`src/rtl/cella_pkg.sv`:
```
// cella_pkg
//   Shared definitions for the CAM/MAC array row-path sequencer:
//   command op codes, FSM state encoding, command field widths and the
//   packed command record, plus the row-mask scan helper.
//   Imported with: import cella_pkg::*;

package cella_pkg;

    localparam int OP_W   = 2;
    localparam int ADDR_W = 2;
    localparam int DATA_W = 4;
    localparam int ROWS   = 4;
    localparam int CMD_W  = OP_W + ADDR_W + DATA_W;

    typedef enum logic [OP_W-1:0] {
        OP_WRITE   = 2'b00,
        OP_SEARCH  = 2'b01,
        OP_MAC     = 2'b10,
        OP_MAC_BAR = 2'b11
    } op_e;

    typedef enum logic [1:0] {
        ST_IDLE  = 2'd0,
        ST_PRE   = 2'd1,
        ST_EVAL  = 2'd2,
        ST_SENSE = 2'd3
    } state_e;

    typedef struct packed {
        op_e               op;
        logic [ADDR_W-1:0] addr;
        logic [DATA_W-1:0] data;
    } cmd_t;

    // Lowest row >= from whose mask bit is set. Returns {found, row}.
    // from is one bit wider than a row index so "past the last row" (4)
    // is representable and the scan can never wrap back to row 0.
    function automatic logic [2:0] find_row(input logic [ROWS-1:0] mask,
                                            input logic [2:0]      from);
        logic [2:0] r;
        r = 3'b000;
        for (int i = ROWS - 1; i >= 0; i--) begin
            if (mask[i] && (3'(i) >= from)) begin
                r = {1'b1, 2'(i)};
            end
        end
        return r;
    endfunction

    function automatic logic is_mac(input op_e op);
        return (op == OP_MAC) || (op == OP_MAC_BAR);
    endfunction

endpackage

```
`src/rtl/cella_array_ctrl_fifo.sv`:
```
// cella_cmd_fifo
//   Two-entry command queue, valid/ready on both sides. A push into a full
//   queue is accepted when a pop happens on the same edge, so in_ready
//   looks through to out_ready.
//   Ports:
//     clk, rst_n                    clock, synchronous active-low reset
//     in_valid/in_ready/in_data     write side (command bus)
//     out_valid/out_ready/out_data  read side (sequencer)

module cella_cmd_fifo
    import cella_pkg::*;
(
    input  logic             clk,
    input  logic             rst_n,
    input  logic             in_valid,
    output logic             in_ready,
    input  logic [CMD_W-1:0] in_data,
    output logic             out_valid,
    input  logic             out_ready,
    output logic [CMD_W-1:0] out_data
);

    logic [CMD_W-1:0] mem [2];
    logic             rd_ptr;
    logic             wr_ptr;
    logic [1:0]       count;
    logic             push;
    logic             pop;

    assign out_valid = (count != 2'd0);
    assign out_data  = mem[rd_ptr];
    assign in_ready  = (count != 2'd2) || out_ready;
    assign push      = in_valid && in_ready;
    assign pop       = out_valid && out_ready;

    always_ff @(posedge clk) begin
        if (!rst_n) begin
            rd_ptr <= 1'b0;
            wr_ptr <= 1'b0;
            count  <= 2'd0;
        end else begin
            if (push) begin
                mem[wr_ptr] <= in_data;
                wr_ptr      <= ~wr_ptr;
            end
            if (pop) begin
                rd_ptr <= ~rd_ptr;
            end
            count <= count + {1'b0, push} - {1'b0, pop};
        end
    end

endmodule

```
`src/rtl/cella_array_ctrl.sv`:
```
// cella_array_ctrl
//   Op sequencer for the CAM/MAC array row path. Takes commands over
//   valid/ready and drives the row decoder through precharge -> evaluate ->
//   sense, once per row pass. MAC ops sweep the row mask in ascending order.
//   Optional feature macro: CELLA_CMD_FIFO_EN (2-entry command queue,
//   back-to-back commands without an IDLE cycle). Default build: one
//   command at a time, accepted only in IDLE.
//   Ports:
//     clk, rst_n                  clock, synchronous active-low reset
//     cmd_valid/cmd_ready         command handshake
//     cmd_op, cmd_addr, cmd_data  op code, WRITE row, data/key/row mask
//     preb, cs, w_en, MAC_en,
//     read_bar, addr, data        row decoder controls (registered)
//     sense_en                    one-cycle sense strobe per row pass
//     row_idx                     row of the current pass
//     done                        one-cycle command-complete pulse
//     busy                        high in any state but IDLE
//
//   state    | meaning
//   ---------+-----------------------------------------------------------
//   ST_IDLE  | array parked: cs=0, preb=0, controls 0; waiting for a cmd
//   ST_PRE   | precharge (preb=0), cs=1, controls set for the pass
//   ST_EVAL  | evaluate (preb=1), controls held
//   ST_SENSE | one cycle, sense_en=1; next masked row, next cmd or IDLE

module cella_array_ctrl
    import cella_pkg::*;
#(
    parameter int PRE_CYCLES  = 1,
    parameter int EVAL_CYCLES = 2,
    parameter int CNT_W       = 4
) (
    input  logic              clk,
    input  logic              rst_n,
    input  logic              cmd_valid,
    output logic              cmd_ready,
    input  logic [OP_W-1:0]   cmd_op,
    input  logic [ADDR_W-1:0] cmd_addr,
    input  logic [DATA_W-1:0] cmd_data,
    output logic              preb,
    output logic              cs,
    output logic              w_en,
    output logic              MAC_en,
    output logic              read_bar,
    output logic [ADDR_W-1:0] addr,
    output logic [DATA_W-1:0] data,
    output logic              sense_en,
    output logic [ADDR_W-1:0] row_idx,
    output logic              done,
    output logic              busy
);

    localparam logic [CNT_W-1:0] PRE_LOAD  = CNT_W'(PRE_CYCLES - 1);
    localparam logic [CNT_W-1:0] EVAL_LOAD = CNT_W'(EVAL_CYCLES - 1);

    state_e            state;
    logic [CNT_W-1:0]  phase_cnt;
    op_e               cur_op;
    logic [DATA_W-1:0] cur_mask;
    logic              live;

    cmd_t              src_cmd;
    logic              src_valid;
    logic              take;

    logic [2:0]        nxt_row;
    logic [2:0]        first_row;
    logic              more_rows;
    logic              start_empty;
    logic [ADDR_W-1:0] start_row;

    // ------------------------------------------------------------------
    // Command source
    // ------------------------------------------------------------------
`ifdef CELLA_CMD_FIFO_EN
    logic fifo_in_ready;

    cella_cmd_fifo u_cmd_fifo (
        .clk       (clk),
        .rst_n     (rst_n),
        .in_valid  (cmd_valid && live),
        .in_ready  (fifo_in_ready),
        .in_data   ({cmd_op, cmd_addr, cmd_data}),
        .out_valid (src_valid),
        .out_ready (take),
        .out_data  (src_cmd)
    );

    // live keeps ready low for the cycle reset is held.
    assign cmd_ready = live && fifo_in_ready;
    // Chain straight from the last SENSE into the next queued command.
    assign take      = src_valid &&
                       ((state == ST_IDLE) || ((state == ST_SENSE) && !more_rows));
`else
    assign cmd_ready = live && (state == ST_IDLE);
    assign src_valid = cmd_valid && cmd_ready;
    assign src_cmd   = cmd_t'({cmd_op, cmd_addr, cmd_data});
    assign take      = src_valid;
`endif

    // ------------------------------------------------------------------
    // Row scan and first-pass set-up for an incoming command
    // ------------------------------------------------------------------
    always_comb begin
        nxt_row     = find_row(cur_mask, {1'b0, row_idx} + 3'd1);
        more_rows   = is_mac(cur_op) && nxt_row[2];
        first_row   = find_row(src_cmd.data, 3'd0);
        start_empty = is_mac(src_cmd.op) && !first_row[2];
        case (src_cmd.op)
            OP_WRITE:  start_row = src_cmd.addr;
            OP_SEARCH: start_row = '0;
            default:   start_row = first_row[1:0];
        endcase
    end

    // ------------------------------------------------------------------
    // Sequencer FSM, all outputs registered
    // ------------------------------------------------------------------
    always_ff @(posedge clk) begin
        if (!rst_n) begin
            state     <= ST_IDLE;
            phase_cnt <= '0;
            cur_op    <= OP_WRITE;
            cur_mask  <= '0;
            live      <= 1'b0;
            preb      <= 1'b0;
            cs        <= 1'b0;
            w_en      <= 1'b0;
            MAC_en    <= 1'b0;
            read_bar  <= 1'b0;
            addr      <= '0;
            data      <= '0;
            sense_en  <= 1'b0;
            row_idx   <= '0;
            done      <= 1'b0;
            busy      <= 1'b0;
        end else begin
            live     <= 1'b1;
            sense_en <= 1'b0;
            done     <= 1'b0;

            case (state)
                ST_IDLE: begin
                end

                ST_PRE: begin
                    if (phase_cnt == '0) begin
                        state     <= ST_EVAL;
                        phase_cnt <= EVAL_LOAD;
                        preb      <= 1'b1;
                    end else begin
                        phase_cnt <= phase_cnt - 1'b1;
                    end
                end

                ST_EVAL: begin
                    if (phase_cnt == '0) begin
                        state    <= ST_SENSE;
                        sense_en <= 1'b1;
                        done     <= !more_rows;
                    end else begin
                        phase_cnt <= phase_cnt - 1'b1;
                    end
                end

                ST_SENSE: begin
                    if (more_rows) begin
                        state     <= ST_PRE;
                        phase_cnt <= PRE_LOAD;
                        preb      <= 1'b0;
                        addr      <= nxt_row[1:0];
                        row_idx   <= nxt_row[1:0];
                    end else begin
                        // Park the array: cs and preb drop on the same edge.
                        state    <= ST_IDLE;
                        preb     <= 1'b0;
                        cs       <= 1'b0;
                        w_en     <= 1'b0;
                        MAC_en   <= 1'b0;
                        read_bar <= 1'b0;
                        addr     <= '0;
                        data     <= '0;
                        row_idx  <= '0;
                        busy     <= 1'b0;
                    end
                end

                default: begin
                    state <= ST_IDLE;
                    preb  <= 1'b0;
                    cs    <= 1'b0;
                    busy  <= 1'b0;
                end
            endcase

            // A new command overrides whatever the case above decided; it
            // only happens from IDLE or from the final SENSE.
            if (take) begin
                cur_op   <= src_cmd.op;
                cur_mask <= src_cmd.data;
                if (start_empty) begin
                    // Empty MAC mask: no array activity, just complete.
                    state    <= ST_IDLE;
                    done     <= 1'b1;
                    preb     <= 1'b0;
                    cs       <= 1'b0;
                    w_en     <= 1'b0;
                    MAC_en   <= 1'b0;
                    read_bar <= 1'b0;
                    addr     <= '0;
                    data     <= '0;
                    row_idx  <= '0;
                    busy     <= 1'b0;
                end else begin
                    state     <= ST_PRE;
                    phase_cnt <= PRE_LOAD;
                    preb      <= 1'b0;
                    cs        <= 1'b1;
                    w_en      <= (src_cmd.op == OP_WRITE);
                    MAC_en    <= is_mac(src_cmd.op);
                    read_bar  <= (src_cmd.op == OP_MAC_BAR);
                    addr      <= start_row;
                    row_idx   <= start_row;
                    data      <= src_cmd.data;
                    busy      <= 1'b1;
                end
            end
        end
    end

endmodule
```
`config.mk`:
```
export PLATFORM = sky130hd
export DESIGN_NAME = cella_array_ctrl
export DESIGN_NICKNAME = d
export VERILOG_FILES = /design/src/rtl/cella_pkg.sv /design/src/rtl/cella_array_ctrl_fifo.sv /design/src/rtl/cella_array_ctrl.sv
export SDC_FILE = /design/constraint.sdc
export NUM_CORES = 1
export LEC_CHECK = 0
export BUFFER_PORTS_ARGS = -buffer_cell sky130_fd_sc_hd__buf_2
export CORE_UTILIZATION = 59
export CTS_BUF_LIST = sky130_fd_sc_hd__clkbuf_4 sky130_fd_sc_hd__clkbuf_8
export DETAILED_ROUTE_END_ITERATION = 8
export PLACE_DENSITY = 0.86
export SYNTH_ARGS = -nofsm -noshare
export SYNTH_HDL_FRONTEND = slang
export SYNTH_HIERARCHICAL = 1
export SYNTH_SLANG_ARGS = --single-unit
```
`constraint.sdc`:
```
create_clock -name clk -period 3.6 [get_ports clk]
set_input_delay 0.36 -clock clk [delete_from_list [all_inputs] [get_ports clk]]
set_output_delay 0.36 -clock clk [all_outputs]
set_load 0.01 [all_outputs]
```
==> summary by stage <==
Route
The vias after detailed routing is 1130. The total wire length after detailed routing is 2.89 mm. Dividing the detail-routed wire length by the instance count gives 15.7 um. The vias per cell is 6.14. The detailed router finished its first iteration with 46 violations. For this run, design rule violations remaining after detail routing come to 0. Once detail routing completed, the nets flagged for antenna violations numbered 0. The length of the first detailed-routing pass in iterations is 4.

Clock network
The number of setup buffers added after CTS is 0. Counting the buffers created by CTS gives 3. The clock passes through at most 2 buffers. The tree is rooted in a clkbuf_4. In this run, post-CTS hold repair placed 0 buffers. Clock-pin slew was measured on the worst setup and hold paths at 0.14 ns. The H-tree level count is 1. The number of sinks on the clock net is 24.

TritonCTS built the clock tree. The clock insertion delay at the later pin of the skew report is 0.31 ns. Post-CTS repair changed the size of 0 cells.

Pwr
The worst-case vdd ir drop is 455 uV. Dividing total power by cell area gives a power density of 661 mW/mm^2. For this design the static power due to leakage is 0.613 nW.

Critical path
The cell with the biggest individual delay on the critical path is dfxtp_1. The most used cell along the critical path is ha_1. Traced cell by cell, the critical path runs through inv_1 > ha_1 > nor3b_4 > inv_2 > ha_1 > a211oi_1 > nor3_1. The critical path runs through a total of 7 cells. Measured in cells, the most critical reg-to-reg path has a length of 7. The type of element capturing the critical path is a register. The biggest cell delay along the critical path is 0.37 ns. The data arrival time of the worst path is 2.06 ns. On the critical path the largest part of the delay comes from adder cells. The critical path class is reg -> reg.

Together, buffers and inverters on the worst path number 2. Data on the critical path is required at its endpoint by 3.82 ns. The worst setup path is launched from a register. Along the worst path, the maximum fanout reaches 7.

Synthesis
During synthesis, Yosys emitted a total of 6 warnings. The async set or reset register ratio after synthesis is 0%. The predominant post-synthesis flop cell is dfxtp_1. The count of flip-flops with a built-in enable after synthesis is 0.

The cell area that synthesis handed to floorplanning was 0.00125 sq mm. The mean instance size in the synthesized netlist is 9.29 sq um. The count of cell types in the netlist is 50. Sequential elements use 38.3% of the synthesized area.

Synthesis handed over a netlist of 135 instances. When the netlist entered floorplanning its net count stood at 148. The number of synthesized register bits is 24.

Timing
At the pin with the least slew margin, the transition time is 0.587 ns. For the final database, setup skew stands at 0.00584 ns. On the final layout, the worst hold slack is 0.279 ns. Setup repair after global routing left no endpoint under its margin. The worst pin sits at a relative slew slack of 60.8%. The worst path in the final design needs a cycle of 1.84 ns, including I/O delays and setup. Timing would allow up to 0.544 GHz.

The final-report hold violation count is 0. The total negative setup slack is 0 ns. The total count of max-transition violations in the final report was 0. Setup violations remaining at the end of the flow were counted as 0. The final critical path takes up 51.1% of the cycle.

Final layout
In the layout the commonest cells are buf_2, dfxtp_1, nand2_1, nor2_1, a21oi_1. The leading cell type in the layout, fill and taps excluded is buf_2. The post-route standard cell area excluding fillers is 0.00140 sq mm. Of the cells placed in the final design, the portion with a size suffix greater than 1 is 28.7%.

The number of standard cells in the final layout excluding fillers is 184. Cells fill 70.5% of the core in the end. Compared with the post-synthesis result, the final layout area differs by 11.4%. The repair_antennas step left the layout with diodes totalling 0. The final layout contains 171 nets.

Hold path
Along the worst hold path, the cell count comes to 2. The min-delay analysis places its worst path in the category in -> reg.

Floorplanning
During I/O placement, the number of pins put on the boundary was 28. The core outline area is 0.00198 sq mm. Row generation in the floorplan step produced 16 rows.

The initial utilization of the core area, before any placement, comes to 63.3%. The height of the die is 48.1 um. The width of the die is 48.1 um. The floorplan step defined a die boundary enclosing 0.00231 sq mm.

GRT
The final global-route overflow total is 0. Global routing used 27.6% of the available tracks across all layers. The initial antenna violation count is 0. Entering global routing, the biggest net connects 21 pins.

The via count of the first global-routing pass is 983. The first global-routing pass estimated 4.46 mm of wire.

Placed design
The sum of net half-perimeters after detailed placement is 2.01 mm. The congestion estimate from routability-driven global placement came to 0.811. In this run, placement finished with an instance count of 180. The count of input and output buffers is 27. Once placement finished, the instance area stood at 0.00136 sq mm.

Status
The flow ran to the end, and the final reports show no timing, DRC or antenna violations.

Run
The count of maximum capacitance violations is 0.
-- area by class of cell --
type	instances	area, sq um
Inverter	7	26.3
Tap cell	27	33.8
Clock buffer	4	36.3
Fill cell	158	586
Timing Repair Buffer	27	135
Sequential cell	24	480
Multi-Input combinational cell	95	684
-- worst reg2reg max path: cells and delay by family, from the launching register on --
kind / cells / cell delay, ns
DFF: 1 / 0.37
buffers and inverters: 2 / 0.18
adders and majority gates: 2 / 0.51
and+or+nand+nor: 2 / 0.44
AOI/OAI and AO/OA: 1 / 0.24
-- where the power goes --
part / total (W) / switching, W / internal, W
Sequential: 0.000399 / 0.0000818 / 0.000318
Clock: 0.000145 / 0.0000836 / 0.0000618
Combinational: 0.000378 / 0.000204 / 0.000174
-- logic make-up (layout without fill, tap and decap cells) --
| logic type | Yosys count | after routing | synth area share, % |
|---|---|---|---|
| buf+inv | 16 | 38 | 7.09 |
| xor+xnor | 1 | 1 | 0.699 |
| mux | 3 | 3 | 2.40 |
| fa+ha+maj | 2 | 2 | 2.00 |
| simple gates | 51 | 51 | 24.9 |
| compound gates | 38 | 38 | 24.7 |
| flops | 24 | 24 | 38.3 |
-- worst paths after layout --
kind              slack (ns)           end          from
setup reg to reg        1.76  phase_cnt[0]  phase_cnt[0]
setup / recovery        1.76  phase_cnt[0]  phase_cnt[0]
hold reg to reg         0.48        MAC_en        MAC_en
hold / removal          0.28      read_bar     cmd_op[0]
-- Yosys cell counts (2+ instances only) --
| cell type | number | area [sq um] |
|---|---|---|
| nand4_1 | 2 | 12.5 |
| o21ai_0 | 3 | 15.0 |
| buf_2 | 2 | 10.0 |
| inv_1 | 4 | 15.0 |
| a221oi_1 | 2 | 17.5 |
| a31oi_1 | 2 | 12.5 |
| mux2i_1 | 3 | 30.0 |
| nand2_1 | 12 | 45.0 |
| a21oi_1 | 8 | 40.0 |
| a211oi_1 | 2 | 15.0 |
| inv_2 | 3 | 11.3 |
| nor2_1 | 9 | 33.8 |
| a22o_1 | 6 | 52.6 |
| buf_4 | 5 | 37.5 |
| dfxtp_1 | 24 | 480 |
| nor2b_1 | 3 | 18.8 |
| a21o_1 | 3 | 22.5 |
| nor3b_1 | 2 | 15.0 |
| ha_1 | 2 | 25.0 |
| nor3_1 | 5 | 25.0 |
| nand3_1 | 4 | 20.0 |
-- per-stage QoR --
step,power [W],setup slack [ns]
after floorplan,0.000694,2.00
after global placement,0.000755,1.84
after detailed placement,0.000774,1.78
after CTS,0.000917,1.76
after global routing,0.000984,1.65
final,0.000922,1.76
-- state kept, by name (all words and copies together), names as in the netlist, 2 cells and up --
| name | count |
|---|---|
| row_idx | 2 |
| state | 2 |
| data | 4 |
| phase_cnt | 4 |
| cur_mask | 3 |
-- routing by layer --
metal  global-route usage, %  share of wire [%]
met5                       0                  0
met4                    8.89                1.3
met3                    3.33                7.2
met1                    38.4                 44
met2                    44.6                 48
No activity file was read; power rests on OpenSTA's default activity.
